==> src/rtl/candle_pattern_sequencer.sv <==
// Drives single-cycle set/clear strobes into the 8-candle register until its
// feedback matches a requested lit pattern, giving up after MAX_CMDS rounds.
module candle_pattern_sequencer #(
  parameter int N_CANDLES = 8,
  parameter int MAX_CMDS  = 16,
  localparam int POS_W    = (N_CANDLES > 1) ? $clog2(N_CANDLES) : 1
) (
  input  logic                 sys_clk,
  input  logic                 clr_async_n,
  input  logic                 req_valid,
  input  logic [N_CANDLES-1:0] req_pattern,
  output logic                 req_ready,
  input  logic [N_CANDLES-1:0] candle_state,
  output logic [POS_W-1:0]     pos_to_set,
  output logic                 set_enable,
  output logic [POS_W-1:0]     pos_to_clear,
  output logic                 clear_enable,
  output logic                 busy,
  output logic                 done,
  output logic                 error
);

  localparam int CNT_W = $clog2(MAX_CMDS + 1);

  typedef enum logic [2:0] {
    ST_IDLE,
    ST_SCAN,
    ST_ISSUE,
    ST_SETTLE,
    ST_DONE
  } state_t;

  state_t               state_reg, state_next;
  logic [N_CANDLES-1:0] target_reg, target_next;
  logic [CNT_W-1:0]     cmd_cnt_reg, cmd_cnt_next;
  logic [POS_W-1:0]     set_pos_reg, set_pos_next;
  logic [POS_W-1:0]     clr_pos_reg, clr_pos_next;
  logic                 set_en_reg, set_en_next;
  logic                 clr_en_reg, clr_en_next;
  logic                 error_reg, error_next;

  logic [N_CANDLES-1:0] need_set;
  logic [N_CANDLES-1:0] need_clear;
  logic [N_CANDLES-1:0] set_onehot;
  logic [N_CANDLES-1:0] clr_onehot;
  logic [POS_W-1:0]     set_idx;
  logic [POS_W-1:0]     clr_idx;

  assign need_set   = target_reg & ~candle_state;
  assign need_clear = ~target_reg & candle_state;

  // Isolate the lowest set bit (x & -x), then binary-encode the one-hot.
  assign set_onehot = need_set & (~need_set + N_CANDLES'(1));
  assign clr_onehot = need_clear & (~need_clear + N_CANDLES'(1));

  genvar gi, gj;
  generate
    for (gi = 0; gi < POS_W; gi++) begin : g_enc
      logic [N_CANDLES-1:0] sel;
      for (gj = 0; gj < N_CANDLES; gj++) begin : g_sel
        assign sel[gj] = (((gj >> gi) & 1) != 0);
      end
      assign set_idx[gi] = |(set_onehot & sel);
      assign clr_idx[gi] = |(clr_onehot & sel);
    end
  endgenerate

  always_ff @(posedge sys_clk or negedge clr_async_n) begin
    if (!clr_async_n) begin
      state_reg   <= ST_IDLE;
      target_reg  <= '0;
      cmd_cnt_reg <= '0;
      set_pos_reg <= '0;
      clr_pos_reg <= '0;
      set_en_reg  <= 1'b0;
      clr_en_reg  <= 1'b0;
      error_reg   <= 1'b0;
    end else begin
      state_reg   <= state_next;
      target_reg  <= target_next;
      cmd_cnt_reg <= cmd_cnt_next;
      set_pos_reg <= set_pos_next;
      clr_pos_reg <= clr_pos_next;
      set_en_reg  <= set_en_next;
      clr_en_reg  <= clr_en_next;
      error_reg   <= error_next;
    end
  end

  always_comb begin
    state_next   = state_reg;
    target_next  = target_reg;
    cmd_cnt_next = cmd_cnt_reg;
    set_pos_next = set_pos_reg;
    clr_pos_next = clr_pos_reg;
    set_en_next  = 1'b0;
    clr_en_next  = 1'b0;
    error_next   = error_reg;

    case (state_reg)
      ST_IDLE: begin
        if (req_valid) begin
          target_next  = req_pattern;
          cmd_cnt_next = '0;
          error_next   = 1'b0;
          state_next   = ST_SCAN;
        end
      end
      ST_SCAN: begin
        if ((need_set == '0) && (need_clear == '0)) begin
          error_next = 1'b0;
          state_next = ST_DONE;
        end else if (cmd_cnt_reg == CNT_W'(MAX_CMDS)) begin
          error_next = 1'b1;
          state_next = ST_DONE;
        end else begin
          set_pos_next = set_idx;
          clr_pos_next = clr_idx;
          set_en_next  = |need_set;
          clr_en_next  = |need_clear;
          state_next   = ST_ISSUE;
        end
      end
      ST_ISSUE: begin
        // Budget was checked in SCAN, so this increment cannot wrap.
        cmd_cnt_next = cmd_cnt_reg + CNT_W'(1);
        state_next   = ST_SETTLE;
      end
      ST_SETTLE: state_next = ST_SCAN;
      ST_DONE:   state_next = ST_IDLE;
      default:   state_next = ST_IDLE;
    endcase
  end

  assign req_ready    = (state_reg == ST_IDLE);
  assign busy         = (state_reg != ST_IDLE);
  assign done         = (state_reg == ST_DONE);
  assign error        = error_reg;
  assign set_enable   = set_en_reg;
  assign clear_enable = clr_en_reg;
  assign pos_to_set   = set_pos_reg;
  assign pos_to_clear = clr_pos_reg;

endmodule

==> config.mk <==
export PLATFORM = sky130hd
export DESIGN_NAME = candle_pattern_sequencer
export DESIGN_NICKNAME = d
export VERILOG_FILES = /design/src/rtl/candle_pattern_sequencer.sv
export SDC_FILE = /design/constraint.sdc
export NUM_CORES = 1
export LEC_CHECK = 0
export CORE_MARGIN = 5
export CORE_UTILIZATION = 45
export DETAILED_ROUTE_END_ITERATION = 10
export PLACE_DENSITY = 0.81
export SYNTH_ARGS = -nofsm -noshare
export SYNTH_HDL_FRONTEND = slang
export SYNTH_SLANG_ARGS = --single-unit
==> constraint.sdc <==
create_clock -name sys_clk -period 2.2 [get_ports sys_clk]
set_input_delay 0.55 -clock sys_clk [delete_from_list [all_inputs] [get_ports sys_clk]]
set_output_delay 0.55 -clock sys_clk [all_outputs]
set_load 0.005 [all_outputs]
==> results.md, run 1 <==
- GRT overflow: 0
- Cell area after layout: 1960 µm²
- Worst-margin pin slew: 0.596 ns
- Fraction of layout cells with a size suffix above 1: 29.2%
- Fin crit period: 2.11 ns
- Avg WL per Cell: 14.9 µm
- HPWL Detailed: 2600 µm
- Max VDD drop: 0.639 mV
- Min-Delay Path Class: register to register
- Final core utilization: 64.1%
- Reg-to-reg slack, setup: 0.30 ns
- Post-Place Worst Slack: -0.0913 ns
- Final Non-Filler Cells: 222
- First-pass GRT wire length: 5560 µm
- Max cap viols: 0
- FF+latch count, synth: 25
- Max reg flops: 8
- Placed insts: 215
- Final hold violations: 0
- WL final: 3310 µm
- Total number of yosys warnings: 0
- Pleak: 0.807 nW
- H-tree Lvls: 1
- Placed Area: 1900 µm²
- Sequential cell area fraction in the yosys report: around 44%
- Fin crit share: around 96%
- GP Congestion: slightly above 0.8
- Critical Path Max Stage Delay: 0.54 ns
- Most frequent cells in the layout: clkdlybuf4s50_1 (30), dfrtp_1 (22), buf_4 (20), nor2b_1 (13), mux2_2 (12)
- Worst path slowest cell: clkdlybuf4s50_1
- Syn_area_per_cell: ~11 µm²
- Clock buffer depth: 2
- Num rows: 20
- Clock root cell: clkbuf_4
- Starting Density: 46.9%
- Critical path type: register to primary output
- Clock transition at path regs: 0.14 ns
- I/O Pins: 31
- Worst setup SP type: register
- # port buffers: 30
- Num Clock Sinks: 25
- Vias: 1183
- Number of fill cells: 253
- Antenna Cells: 0
- Synthesized Nets: 147
- CP Capture Type: primary output
- Final setup violation count: 0
- Die Wd: 66.4 µm
- Post-Syn Instances: 126
- Largest net degree at the start of global routing: 26
- Syn-to-layout area delta: 36.5%
- Vias/cell: 5.33
- Status: completed
- Chip height: 66.4 µm
- R2R cell count: 6
- CORE AREA: 3050 µm²
- CP arrival: 1.56 ns
- Crit path max fanout: 9
- Iter 0 DRT Violations: 76
- Initial antenna violation count: 0
- Vias in the first global route: 1202
- Syn Std Cell Area: 1430 µm²
- CTS tree: built
- DRT antenna net count: 0
- Nets: 200
- Worst clock skew: 0.00338 ns
- WP data required: 1.65 ns
- Power density over cell area: between 1000 and 1500 nW/µm²
- Tot GR Track Use: 16.8%
- Die area: 4410 µm²
- Reg2reg end: pos_to_set[1]$_DFFE_PN0P_
- Most common cell after layout, fill and taps aside: clkdlybuf4s50_1
- Setup TNS: 0 ns
- Cell Chain, Critical Path: nor3_2, clkdlybuf4s50_1
- RR Startpoint: cmd_cnt_reg[0]$_DFFE_PN0P_
- Post-synth cell types: 36
- Pins Over Slew Limit: 0
- Clock Latency Late Sink: roughly 0.32 ns
- Maximum clock frequency: 474 MHz
- Fin worst setup slack: 0.0900 ns
- Residual DRC: 0
- Total CTS buffers: 3
- Rel. slew slack: 60.2%
- DR pass1 iterations: 4
- Worst Setup SP: state_reg[1]$_DFFE_PN0P_
- Worst setup path end: req_ready
-- synthesized netlist by cell type --
cell      number  area (µm²)
nor4b_2        1        15.0
or3b_4         1        11.3
nand4_1        1        6.26
or2_2          1        6.26
nand2b_4       1        13.8
nor2b_1       13        81.3
a31oi_1        1        6.26
nand2_1        3        11.3
a21oi_1        8        40.0
a41oi_1        1        8.76
o32ai_1        4        35.0
or4_1          2        15.0
o21ai_0        5        25.0
buf_6          1        11.3
inv_1          6        22.5
ha_1           2        25.0
a211oi_1       2        15.0
nor4_4         2        42.5
mux2_2        12         135
o31ai_1        3        22.5
nand2b_1       6        37.5
o31a_1         2        17.5
buf_4          1        7.51
o21ba_2        1        10.0
and2b_1        1        7.51
nor2_1         5        18.8
nand3_1        2        10.0
dfrtp_1       25         626
or4bb_2        1        12.5
and2_1         2        12.5
o32a_1         1        10.0
nor4b_4        2        47.6
or3b_2         1        8.76
nor3b_1        2        15.0
a41oi_4        1        27.5
nor3_1         3        15.0
-- how the worst min path moves through the flow --
stage / from / cells after the start / to
finish: cmd_cnt_reg[4]$_DFFE_PN0P_ / 1 / cmd_cnt_reg[4]$_DFFE_PN0P_
global route: cmd_cnt_reg[3]$_DFFE_PN0P_ / 1 / cmd_cnt_reg[3]$_DFFE_PN0P_
CTS: cmd_cnt_reg[4]$_DFFE_PN0P_ / 1 / cmd_cnt_reg[4]$_DFFE_PN0P_
detailed placement: cmd_cnt_reg[4]$_DFFE_PN0P_ / 1 / cmd_cnt_reg[4]$_DFFE_PN0P_
global placement: cmd_cnt_reg[4]$_DFFE_PN0P_ / 1 / cmd_cnt_reg[4]$_DFFE_PN0P_
floorplan: clr_async_n / 0 / clear_enable$_DFF_PN0_
-- power breakdown --
| part | internal (mW) | switching [mW] |
|---|---|---|
| Combinational | 0.766 | 0.562 |
| Clock | 0.0681 | 0.143 |
| Sequential | 0.647 | 0.170 |
| Total | 1.48 | 0.875 |
-- final cells by class --
cell class | instances | area, µm² | area share (%)
multi-input combinational | 93 | 771 | 39.4
sequential | 25 | 629 | 32.2
timing repair buffer | 50 | 450 | 23.0
tap | 44 | 55.1 | 2.82
clock buffer | 3 | 22.5 | 1.15
inverter | 6 | 22.5 | 1.15
clock inverter | 1 | 5.00 | 0.256
-- cell families (layout without fill, tap and decap cells) --
| family | count (synthesis) | in the layout | synth area share (%) |
|---|---|---|---|
| AO/OA/AOI/OAI | 29 | 29 | 15.2 |
| adder cells (fa/ha/maj) | 2 | 2 | 1.75 |
| AND/OR/NAND/NOR | 50 | 50 | 27.1 |
| multiplexers | 12 | 12 | 9.43 |
| flip-flops | 25 | 25 | 43.7 |
| buffers and inverters | 8 | 60 | 2.88 |
-- metal layers --
layer  global-route usage [%]  vias to the layer above  routed length (µm)  share of wire (%)
li1                         -                      568                   -                  -
met1                     20.8                      583                1400                 42
met2                     28.6                       26                1760                 53
met3                     1.70                        6                  73                2.2
met4                     8.63                        0                  76                2.3
met5                        0                        -                   0                  0
-- per-stage QoR --
step	power [mW]	hold slack, ns
6_report	2.36	0.486
5_1_grt	2.54	0.527
4_1_cts	2.33	0.492
3_5_place_dp	2.12	0.471
3_3_place_gp	2.05	0.460
2_1_floorplan	1.59	0.254
-- timing repair --
item,4_1_cts,5_1_grt
hold buffers,0,0
buffers inserted,0,3
gates cloned,0,0
endpoints found under the setup margin,2,3
gates resized for setup,3,1
-- critical path, delay by kind of cell (launching register included) --
| family | cells | cell delay [ns] |
|---|---|---|
| simple gates | 1 | 0.21 |
| buf+inv | 1 | 0.54 |
| flops | 1 | 0.49 |
No activity file was read; power rests on OpenSTA's default activity.
==> run 2, diff against run 1 <==
--- a/config.mk
+++ b/config.mk
@@ -9,6 +9,7 @@
 export CORE_UTILIZATION = 45
 export DETAILED_ROUTE_END_ITERATION = 10
 export PLACE_DENSITY = 0.81
+export SLEW_MARGIN = 20
 export SYNTH_ARGS = -nofsm -noshare
 export SYNTH_HDL_FRONTEND = slang
 export SYNTH_SLANG_ARGS = --single-unit
==> results of run 2 <==
No change in the layout: final DEF, timing and power equal those of run 1.
